**config.mk**
```make
export PLATFORM = sky130hd
export DESIGN_NAME = gfx_fade_engine
export DESIGN_NICKNAME = d
export VERILOG_FILES = /design/src/rtl/gfx_fade_engine.sv
export SDC_FILE = /design/constraint.sdc
export NUM_CORES = 1
export LEC_CHECK = 0
export BUFFER_PORTS_ARGS = -buffer_cell sky130_fd_sc_hd__buf_2
export CORE_ASPECT_RATIO = 1.25
export CORE_MARGIN = 2
export CORE_UTILIZATION = 40
export DETAILED_ROUTE_END_ITERATION = 8
export HOLD_SLACK_MARGIN = 0.02
export PLACE_DENSITY_LB_ADDON = 0.25
export SETUP_SLACK_MARGIN = 0.05
export SYNTH_ARGS = -nofsm -noshare
export SYNTH_HDL_FRONTEND = slang
export SYNTH_SLANG_ARGS = --single-unit
```
**constraint.sdc**
```tcl
create_clock -name clk -period 4 [get_ports clk]
set_input_delay 0.4 -clock clk [delete_from_list [all_inputs] [get_ports clk]]
set_output_delay 0.4 -clock clk [all_outputs]
set_load 0.1 [all_outputs]
```
**src/rtl/gfx_fade_engine.sv**
```systemverilog
// gfx_fade_engine: ages live visible pixels of the read stream and queues write-backs; GFX_FADE_STATS_EN adds drop_count
module gfx_fade_engine #(
  parameter int PIXEL_BITS     = 12,
  parameter int AGE_BITS       = 4,
  parameter int ADDR_WIDTH     = 20,
  parameter int FIFO_ADDR_SIZE = 3,
  parameter int FRAME_DIV_BITS = 4
) (
  input  logic                           clk,
  input  logic                           rst_n,
  input  logic                           cfg_mode,
  input  logic [AGE_BITS-1:0]            cfg_shift_age,
  input  logic [FRAME_DIV_BITS-1:0]      cfg_frame_div,
  input  logic                           vsync,
  input  logic                           in_valid,
  input  logic                           in_visible,
  input  logic [ADDR_WIDTH-1:0]          in_addr,
  input  logic [AGE_BITS+PIXEL_BITS-1:0] in_data,
  output logic                           out_valid,
  input  logic                           out_ready,
  output logic [ADDR_WIDTH-1:0]          out_addr,
  output logic [AGE_BITS+PIXEL_BITS-1:0] out_data,
  output logic                           age_frame
`ifdef GFX_FADE_STATS_EN
  ,
  output logic [15:0]                    drop_count
`endif
);
  localparam int COLOR_BITS = PIXEL_BITS / 3;
  localparam int DW         = AGE_BITS + PIXEL_BITS;
  localparam int DEPTH      = 1 << FIFO_ADDR_SIZE;

  logic                      vsync_d;
  logic [FRAME_DIV_BITS-1:0] frame_cnt;
  logic                      s1_valid, s2_valid;
  logic [ADDR_WIDTH-1:0]     s1_addr, s2_addr;
  logic [DW-1:0]             s1_data, s2_data;
  logic [AGE_BITS-1:0]       next_age;
  logic [PIXEL_BITS-1:0]     next_color;
  logic [ADDR_WIDTH-1:0]     mem_addr [DEPTH];
  logic [DW-1:0]             mem_data [DEPTH];
  logic [FIFO_ADDR_SIZE-1:0] wr_ptr, rd_ptr;
  logic [FIFO_ADDR_SIZE:0]   count;
  logic                      full, pop, push, drop;

  // Frame divider: every (cfg_frame_div+1)-th vsync rise opens an aging frame
  always_ff @(posedge clk or negedge rst_n)
    if (!rst_n) begin
      vsync_d   <= 1'b0;
      frame_cnt <= '0;
      age_frame <= 1'b0;
    end else begin
      vsync_d <= vsync;
      if (vsync && !vsync_d) begin
        frame_cnt <= (frame_cnt >= cfg_frame_div) ? '0 : frame_cnt + 1'b1;
        age_frame <= frame_cnt >= cfg_frame_div;
      end
    end

  // Two-stage candidate pipeline; stage 2 feeds the aging math and the FIFO
  always_ff @(posedge clk or negedge rst_n)
    if (!rst_n) begin
      s1_valid <= 1'b0;
      s2_valid <= 1'b0;
      s1_addr  <= '0;
      s2_addr  <= '0;
      s1_data  <= '0;
      s2_data  <= '0;
    end else begin
      s1_valid <= in_valid && in_visible && (in_data[DW-1 -: AGE_BITS] != '0) && age_frame;
      s1_addr  <= in_addr;
      s1_data  <= in_data;
      s2_valid <= s1_valid;
      s2_addr  <= s1_addr;
      s2_data  <= s1_data;
    end

  assign next_age = s2_data[DW-1 -: AGE_BITS] - 1'b1;

  for (genvar c = 0; c < 3; c++) begin : g_ch
    logic [COLOR_BITS-1:0] ch;
    assign ch = s2_data[c*COLOR_BITS +: COLOR_BITS];
    assign next_color[c*COLOR_BITS +: COLOR_BITS] =
      (next_age == '0) ? '0 :
      cfg_mode         ? ((ch == '0) ? '0 : ch - 1'b1) :
      (next_age == cfg_shift_age) ? (ch >> 1) : ch;
  end
  if (PIXEL_BITS > 3*COLOR_BITS) begin : g_pad
    assign next_color[PIXEL_BITS-1:3*COLOR_BITS] = '0;
  end

  // A full FIFO still takes a write when the head leaves in the same cycle
  assign full      = count[FIFO_ADDR_SIZE];
  assign out_valid = count != '0;
  assign pop       = out_valid && out_ready;
  assign push      = s2_valid && (!full || pop);
  assign drop      = s2_valid && full && !pop;
  assign out_addr  = out_valid ? mem_addr[rd_ptr] : '0;
  assign out_data  = out_valid ? mem_data[rd_ptr] : '0;

  // FIFO storage needs no reset; reads are gated by out_valid
  always_ff @(posedge clk)
    if (push) begin
      mem_addr[wr_ptr] <= s2_addr;
      mem_data[wr_ptr] <= {next_age, next_color};
    end

  // FIFO pointers and occupancy
  always_ff @(posedge clk or negedge rst_n)
    if (!rst_n) begin
      wr_ptr <= '0;
      rd_ptr <= '0;
      count  <= '0;
    end else begin
      wr_ptr <= wr_ptr + {{(FIFO_ADDR_SIZE-1){1'b0}}, push};
      rd_ptr <= rd_ptr + {{(FIFO_ADDR_SIZE-1){1'b0}}, pop};
      count  <= count + {{FIFO_ADDR_SIZE{1'b0}}, push} - {{FIFO_ADDR_SIZE{1'b0}}, pop};
    end

`ifdef GFX_FADE_STATS_EN
  // Saturating count of write-backs lost to a full FIFO
  always_ff @(posedge clk or negedge rst_n)
    if (!rst_n) drop_count <= '0;
    else if (drop && drop_count != 16'hFFFF) drop_count <= drop_count + 16'd1;
`else
  logic unused_drop;
  assign unused_drop = drop;
`endif
endmodule
```
==> results of run 1 <==
[final cells by class]
cell class / count / area share [%]
sequential: 378 / 63.9
multi-input combinational: 269 / 18.5
clock buffer: 50 / 6.50
timing repair buffer: 148 / 6.16
tap: 474 / 3.47
clock inverter: 19 / 0.865
inverter: 26 / 0.572
[power groups by stage]
stage                     sequential [mW]  combinational (mW)  clock (mW)
after floorplan                      4.65                4.10           0
after CTS                            4.80                4.92        3.58
after global placement               4.87                4.87           0
final                                4.78                4.84        3.49
after global routing                 4.83                5.12        3.74
after detailed placement             4.87                4.89           0
[metrics by stage]
step | power, mW | cell area, um^2 | cells
after CTS | 13.3 | 17100 | 1364
final | 13.1 | 17100 | 1364
after global routing | 13.7 | 17100 | 1364
after detailed placement | 9.76 | 15400 | 1257
after floorplan | 8.75 | 14200 | 699
after global placement | 9.73 | 15400 | 1257
[worst paths after layout]
| kind | start | to | cells after the start |
|---|---|---|---|
| worst max-delay path | rd_ptr[0]$_DFF_PN0_ | out_data[9] | 5 |
| worst min-delay path | in_visible | s1_valid$_DFF_PN0_ | 3 |
| worst max register to register | s2_data[12]$_DFF_PN0_ | mem_data[0][6]$_DFFE_PP_ | 7 |
| worst min register to register | s1_addr[16]$_DFF_PN0_ | s2_addr[16]$_DFF_PN0_ | 0 |
| max in group asynchronous | rst_n | rd_ptr[0]$_DFF_PN0_ | 3 |
| min in group asynchronous | rst_n | s1_data[4]$_DFF_PN0_ | 2 |
[layout by cell type, fill, tap and decap left out, types with 4 or more instances in the layout]
cell type      Yosys  routed
a21o_1             4       4
a21oi_1            7       7
buf_12             0       5
buf_2             11      87
buf_4              0      18
clkbuf_16          0      40
clkbuf_8           0       7
clkinv_1           0       6
clkinv_2           0       8
dfrtp_1           90      87
dlygate4sd3_1      0      38
edfxtp_1         288     288
ha_1              18      18
inv_1             26      26
mux2i_1           43      43
mux4_2            72      72
nand2_1            7       7
nand2b_1           5       5
nor2_1            52      46
nor2_4             0       6
nor3_1             6       4
o21ai_0            5       5
o22ai_1            4       4
xnor2_1            5       5
xor2_1             4       4
[cells by family after synthesis]
logic type / synth area share [%]
buffers and inverters: 1.52
AO/OA/AOI/OAI: 1.78
XOR/XNOR: 0.828
AND/OR/NAND/NOR: 2.97
adder cells (fa/ha/maj): 1.73
multiplexers: 14.4
flip-flops: 76.7
[layer usage]
metal  part of all wire [%]  vias up
li1                       -     3076
met1                     43     3525
met2                     51      139
met3                    3.7       39
met4                    2.0        0
met5                      0        -
[repair_timing]
item	4_1_cts	5_1_grt
endpoints found under the setup margin	0	0
hold endpoints to repair	93	0
hold buffers	38	0
buffers inserted	0	0
[worst min-delay path: cells and delay by family]
| family | cells | cell delay, ns |
|---|---|---|
| buffers and inverters | 1 | 0.10 |
| and+or+nand+nor | 2 | 0.09 |
[flip-flops by register name (all words and copies together), names as in the netlist]
name and cells:
mem_addr 160, age_frame 1, s1_valid 1, s1_data 16, wr_ptr 3, s2_data 16, rd_ptr 3, s1_addr 20
vsync_d 1, s2_addr 20, mem_data 128, count 4, frame_cnt 4, s2_valid 1
==> impl_metrics.toml, run 1 <==
[routing]
dr_total_vias = 6779
drtPass1Iterations = 4
totalWireLength_mm = 26.7
post_drt_wl_per_cell_um = 19.6
drc = 0
ant_nets = 0
via_per_inst = 4.97
drt_iter0_markers = 431

[placed_design]
routabilityCongestion = 0.785
dp_hpwl_mm = 15.9
port_buffers = 88
post-place-ws_ns = 0.947

[worst_setup_path]
r2r_slack_ns = 0.96
worst-path-buf-inv = 2
critical_path_arrival_ns = 2.93
endpoint_kind = "output port"
max_stage_delay_ns = 0.81
crit_chain = "buf_12, mux4_2, mux2i_1, nor2_1, buf_2"
cp_top_family = "multiplexers"
path_max_fanout = 27
cpMaxStageDelayCell = "dfrtp_4"
criticalPathCategory = "reg2out"
crit_required_ns = 3.60
critPathLaunchType = "register"

[cells_and_area]
drive_gt1_share_pct = 29.4
multi_input_area_mm2 = 0.00316
regArea_mm2 = 0.0109
post-route-util_pct = 48.5
fill_cells = 2907
fin_nets = 931
area_growth_pct = 20.1
n_antenna_cell = 0

[floorplanning]
die_h_um = 215
die_w_um = 173
start_util_pct = 40.4
num_rows = 77
core_mm2 = 0.0352
dieArea_mm2 = 0.0370
io_pins = 89

[global_route]
grt_max_degree = 58
grt_use_total_pct = 15.0
use_met1_pct = 19.7
grt_use_met2_pct = 25.8
grt-ovfl-total = 0
grt-busiest-layer = "met2"
grt_pass1_wl_mm = 42.5
grt_use_met3_pct = 2.58
grt_pass1_vias = 7321
grt_antenna_before_repair = 0

[synth]
async_flop_share_pct = 23.8
yosysMostFrequentCell = "edfxtp_1"
ys_ff_latch = 378
synth_cells = 699
synth_fp_nets = 769
synthFlopType = "edfxtp_1"
synth_cell_types = 47
ys_top_cells_by_area = "edfxtp_1 (61%), dfrtp_1 (16%), mux4_2 (11%)"
seq_area_frac_synth_pct = 76.7
yosysWarnings = 0
ys_top_cells_by_count = "edfxtp_1 (288), dfrtp_1 (90), mux4_2 (72)"
yosys.area.top_type = "edfxtp_1"
syn-mean-instance-area_um2 = 20.3
syn_area_mm2 = 0.0142
netlist.area_leader.share_pct = 60.9
synth_enable_flop_cells = 288

[clock_network]
clkLatencyLatePin_ns = 0.52
cts_resized = 0
ctsHtreeMaxLevel = 2
cts-root-buf = "clkbuf_16"
numCtsBuffers = 38
cts_buffer_depth = 3
cts_tree = "yes"
clk_pin_slew_ns = 0.06
cts.sinks = 378

[timing]
drv_slew = 0
fmax_ghz = 0.300
rsz0062_at_grt = "false"
slew_headroom_pct = 42.6
setup_violations = 0
tightest_slew_ns = 0.856
final.setup.worst_slack_ns = 0.672
hold_violations = 0
hold_ws_ns = 0.109
final.min_clock_period_ns = 3.33
period_share_pct = 83.2
clock_skew_ns = 0.0160
setup_tns_ns = 0

[power]
p_per_area_mw_per_mm2 = 768
p_int_mw = 7.88
seqPwrFrac_pct = 36.4
p_comb_share_pct = 36.9
peakVddDrop_uv = 493
p_sw_share_pct = 39.9
clkPwrFrac_pct = 26.6
power_switching_mw = 5.23
power.leakage_nw = 6.24

[outcome]
run_status = "finished, final reports clean"

[min_path]
holdCritPathClass = "in2reg"

[run]
maxCapViolations = 0
Note: power is estimated with default switching activity, not from simulation.
==> run 2: changes to the inputs <==
==> constraint.sdc (replaced) <==
create_clock -name clk -period 3.05 [get_ports clk]
set_input_delay 0.305 -clock clk [delete_from_list [all_inputs] [get_ports clk]]
set_output_delay 0.305 -clock clk [all_outputs]
set_load 0.1 [all_outputs]
==> impl_metrics.toml, run 2 (synthesized netlist as in run 1, its figures left out) <==
[timing]
slew_headroom_pct = 55.9
rsz0062_at_grt = "false"
clock_skew_ns = 0.0165
hold_ws_ns = 0.182
final.setup.worst_slack_ns = 0.231
hold_violations = 0
drv_slew = 0
tightest_slew_ns = 0.662
final.min_clock_period_ns = 2.82
setup_tns_ns = 0
period_share_pct = 92.4
setup_violations = 0
fmax_ghz = 0.355

[routing]
totalWireLength_mm = 26.8
post_drt_wl_per_cell_um = 19.4
drc = 0
drtPass1Iterations = 4
ant_nets = 0
wl_met3_um = 976
highest_layer = "met4"
wirelength_met1_mm = 10.9
via_per_inst = 4.88
drt_iter0_markers = 394
wl_met2_mm = 14.4
dr_total_vias = 6740

[floorplanning]
io_pins = 89
die_w_um = 173
num_rows = 77
start_util_pct = 40.4
die_h_um = 215
dieArea_mm2 = 0.0370
core_mm2 = 0.0352

[worst_setup_path]
max_stage_delay_ns = 0.60
ff2ff_path_depth = 7
cp-startpoint = "rd_ptr[0]$_DFF_PN0_"
r2r-end = "mem_data[0][9]$_DFFE_PP_"
crit_required_ns = 2.74
cp_num_cells = 5
critPathLaunchType = "register"
endpoint_kind = "output port"
endpoint = "out_data[2]"
worst-path-buf-inv = 2
critical_path_arrival_ns = 2.51
cp_top_family = "multiplexers"
r2r-start = "s2_data[12]$_DFF_PN0_"
path_max_fanout = 12
crit_chain = "buf_4, mux4_2, mux2i_1, nor2_1, buf_2"
r2r_slack_ns = 0.44
cpMaxStageDelayCell = "dfrtp_4"
criticalPathCategory = "reg2out"

[cells_and_area]
regMostFlops = "mem_addr"
fin_nets = 948
final_cell_mix = "edfxtp_1 (288), dfrtp_1 (87), buf_2 (87), mux4_2 (72), nor2_1 (46)"
drive_gt1_share_pct = 30.9
top_regs = "mem_addr: 160 flops, mem_data: 128 flops"
area_growth_pct = 21.7
layout.cells.most_common = "edfxtp_1"
largest_reg_flops = 160
final_cells = 1382
fill_cells = 2898
n_antenna_cell = 0

[clock_network]
cts.sinks = 378
cts_tree = "yes"
clkLatencyLatePin_ns = 0.53
cts-root-buf = "clkbuf_16"
cts_buffer_depth = 3
ctsHtreeMaxLevel = 2
clk_pin_slew_ns = 0.06
numCtsBuffers = 38

[outcome]
run_status = "finished, final reports clean"

[power]
p_per_area_mw_per_mm2 = 1000
p_int_mw = 10.4
power.leakage_nw = 6.34
seqPwrFrac_pct = 35.6
p_comb_share_pct = 37.9
power_switching_mw = 6.86
p_sw_share_pct = 39.6
peakVddDrop_uv = 684
clkPwrFrac_pct = 26.5
power_mw = 17.3

[placed_design]
routabilityCongestion = 0.731
dp.cells = 1271
port_buffers = 88
post-place-ws_ns = 0.291
dp_hpwl_mm = 16.0

[global_route]
grt_antenna_before_repair = 0
grt_use_total_pct = 15.1
grt_pass1_wl_mm = 42.6
grt-ovfl-total = 0
grt_max_degree = 67
grt_pass1_vias = 7412

[min_path]
min-delay-start = "out_ready"
holdCritPathClass = "in2reg"

[run]
maxCapViolations = 0
run 2: power by group through the flow:
stage          clock network [mW]  logic (mW)  registers, mW
3_5_place_dp                    0        6.56           6.31
3_3_place_gp                    0        6.53           6.30
6_report                     4.59        6.55           6.16
4_1_cts                      4.72        6.69           6.17
2_1_floorplan                   0        5.42           6.11
5_1_grt                      4.93        6.94           6.20
run 2: layout make-up:
type	instances	area [um^2]	share of cell area [%]
clock inverter	17	149	0.861
tap	474	593	3.43
inverter	26	101	0.586
timing repair buffer	165	1250	7.25
sequential	378	10900	63.1
multi-input combinational	269	3170	18.4
clock buffer	53	1110	6.43
run 2: worst min-delay path by stage:
stage / slack (ns) / cells past startpoint / to
finish: 0.18 / 3 / rd_ptr[0]$_DFF_PN0_
global placement: 0.26 / 1 / s1_data[5]$_DFF_PN0_
CTS: 0.17 / 3 / rd_ptr[0]$_DFF_PN0_
floorplan: 0.009 / 0 / age_frame$_DFFE_PN0P_
global route: 0.17 / 3 / rd_ptr[0]$_DFF_PN0_
detailed placement: 0.26 / 1 / s1_data[5]$_DFF_PN0_
run 2: tightest hold or removal path: cells and delay by family:
| family | cells | cell delay (ns) |
|---|---|---|
| AND/OR/NAND/NOR | 1 | 0.15 |
| adder cells (fa/ha/maj) | 1 | 0.12 |
| buffers and inverters | 1 | 0.09 |
run 2: repair_timing:
item	4_1_cts	5_1_grt
cloned	0	0
setup endpoints to repair	8	16
buffers inserted	1	0
resized for setup	0	2
endpoints found under the hold margin	62	0
hold buffers	40	0
run 2: layer usage:
layer	vias to the layer above	global-route usage, %
met3	39	2.60
met1	3473	18.4
li1	3114	-
met4	0	4.64
met2	114	27.4
met5	-	0
run 2: through the flow:
step | util (%) | instance area [um^2]
final | 49.2 | 17300
after global routing | 49.2 | 17300
after CTS | 49.1 | 17300
after detailed placement | 44.4 | 15600
after global placement | 44.4 | 15600
after floorplan | - | 14300
==> run 3: changes to the inputs <==
--- a/config.mk
+++ b/config.mk
@@ -8,7 +8,7 @@
 export BUFFER_PORTS_ARGS = -buffer_cell sky130_fd_sc_hd__buf_2
 export CORE_ASPECT_RATIO = 1.25
 export CORE_MARGIN = 2
-export CORE_UTILIZATION = 40
+export CORE_UTILIZATION = 54
 export DETAILED_ROUTE_END_ITERATION = 8
 export HOLD_SLACK_MARGIN = 0.02
 export PLACE_DENSITY_LB_ADDON = 0.25
==> impl_metrics.toml, run 3 (synthesized netlist as in run 1, its figures left out) <==
[worst_setup_path]
path_max_fanout = 66
crit_required_ns = 2.74
criticalPathCategory = "reg2out"
max_stage_delay_ns = 0.50
cpMaxStageDelayCell = "dfrtp_2"
critical_path_arrival_ns = 2.55
critPathLaunchType = "register"
endpoint_kind = "output port"
crit_chain = "buf_12, mux4_2, mux2i_1, nor2_1, buf_2"

[global_route]
grt-ovfl-total = 0
grt_antenna_before_repair = 0
grt_pass1_vias = 7529
grt_use_total_pct = 20.2
grt_pass1_wl_mm = 41.5
grt_max_degree = 67

[clock_network]
cts-root-buf = "clkbuf_16"
cts_tree = "yes"
cts.sinks = 378
cts_buffer_depth = 3
clkLatencyLatePin_ns = 0.52
clk_pin_slew_ns = 0.06
ctsHtreeMaxLevel = 2
numCtsBuffers = 36

[cells_and_area]
area_growth_pct = 19.7
layout.cells.most_common = "edfxtp_1"
n_antenna_cell = 0
stdcell_area_mm2 = 0.0170
drive_gt1_share_pct = 29.3
final_cell_mix = "edfxtp_1 (288), dfrtp_1 (87), buf_2 (87), mux4_2 (72), nor2_1 (46)"
top_regs = "mem_addr: 160 flops, mem_data: 128 flops"
largest_reg_flops = 160
regMostFlops = "mem_addr"
fin_nets = 939

[power]
p_per_area_mw_per_mm2 = 1010
p_sw_share_pct = 39.4
seqPwrFrac_pct = 35.5
power.leakage_nw = 6.26
power_switching_mw = 6.76
p_comb_share_pct = 38.5
clkPwrFrac_pct = 26.0
peakVddDrop_uv = 829
p_int_mw = 10.4

[min_path]
holdCritPathClass = "in2reg"

[floorplanning]
dieArea_mm2 = 0.0276
die_w_um = 149
num_rows = 66
die_h_um = 185
io_pins = 89
start_util_pct = 54.8
core_mm2 = 0.0259

[timing]
clock_skew_ns = 0.0151
final.setup.worst_slack_ns = 0.198
fmax_ghz = 0.351
period_share_pct = 93.5
hold_violations = 0
slew_headroom_pct = 51.7
final.min_clock_period_ns = 2.85
tightest_slew_ns = 0.722
drv_slew = 0
setup_violations = 0
rsz0062_at_grt = "false"

[run]
maxCapViolations = 0

[routing]
dr_total_vias = 6921
totalWireLength_mm = 26.6
ant_nets = 0
drc = 0
drtPass1Iterations = 6
drt_iter0_markers = 461
via_per_inst = 5.60
post_drt_wl_per_cell_um = 21.6

[placed_design]
post-place-ws_ns = 0.104
port_buffers = 88
dp_hpwl_mm = 14.8
dpl_cell_area_mm2 = 0.0153
routabilityCongestion = 0.806

[outcome]
run_status = "finished, final reports clean"
-- run 3: cell types whose count changed in the layout (fill, tap and decap cells not counted), sizes merged --
cell      previous run  this run
buf                125       118
bufinv               2         5
clkbuf              53        46
clkinv              13        12
clkinvlp             3         2
-- run 3: per-layer routing --
metal / GRT usage [%] / wire, um
met1: 25.6 / 10600
met2: 35.7 / 14200
met3: 3.62 / 1320
met4: 6.06 / 551
met5: 0 / 0
-- run 3: per-stage QoR --
stage	power (mW)	cells	TNS [ns]	utilization, %	hold slack [ns]
6_report	17.2	1235	0	65.6	0.184
4_1_cts	17.3	1229	0	65.3	0.167
3_5_place_dp	12.7	1124	0	59.1	0.335
5_1_grt	17.8	1235	0	65.6	0.182
2_1_floorplan	11.5	699	-0.720	-	0.00941
3_3_place_gp	12.6	1124	0	59.1	0.332
-- run 3: power groups by stage --
stage,clock [mW],sequential (mW),combinational (mW)
6_report,4.47,6.09,6.60
5_1_grt,4.75,6.12,6.94
3_5_place_dp,0,6.28,6.42
2_1_floorplan,0,6.11,5.42
3_3_place_gp,0,6.26,6.34
4_1_cts,4.55,6.14,6.57
-- run 3: final timing paths --
| kind | end | startpoint | slack [ns] | depth (start not counted) |
|---|---|---|---|---|
| max | out_data[10] | rd_ptr[1]$_DFF_PN0_ | 0.20 | 5 |
| min | rd_ptr[0]$_DFF_PN0_ | out_ready | 0.18 | 3 |
| max reg2reg | mem_data[3][9]$_DFFE_PP_ | s2_data[12]$_DFF_PN0_ | 0.25 | 7 |
| min reg2reg | s2_addr[0]$_DFF_PN0_ | s1_addr[0]$_DFF_PN0_ | 0.35 | 0 |
| max in group asynchronous | s2_data[10]$_DFF_PN0_ | rst_n | 1.91 | 3 |
| min in group asynchronous | frame_cnt[0]$_DFFE_PN0P_ | rst_n | 0.37 | 2 |
-- run 3: layout make-up --
type	count	area, um^2
fillers	1714	8920
well taps	340	425
clock buffers	46	980
repair buffers	158	1200
multi-input cells	269	3190
clock inverters	18	206
flip-flops and latches	378	10900
inverters	26	101
-- run 3: repair_timing --
item | CTS | global route
setup endpoints to repair | 21 | 77
pin swaps | 0 | 0
buffers inserted | 1 | 6
hold buffers | 40 | 0
resized for setup | 0 | 3
hold endpoints to repair | 81 | 0
-- run 3: critical path: cells and delay by family, from the launching register on --
kind          cells  cell delay [ns]
mux               2             0.35
simple gates      1             0.27
buf+inv           2             0.87
flops             1             0.50
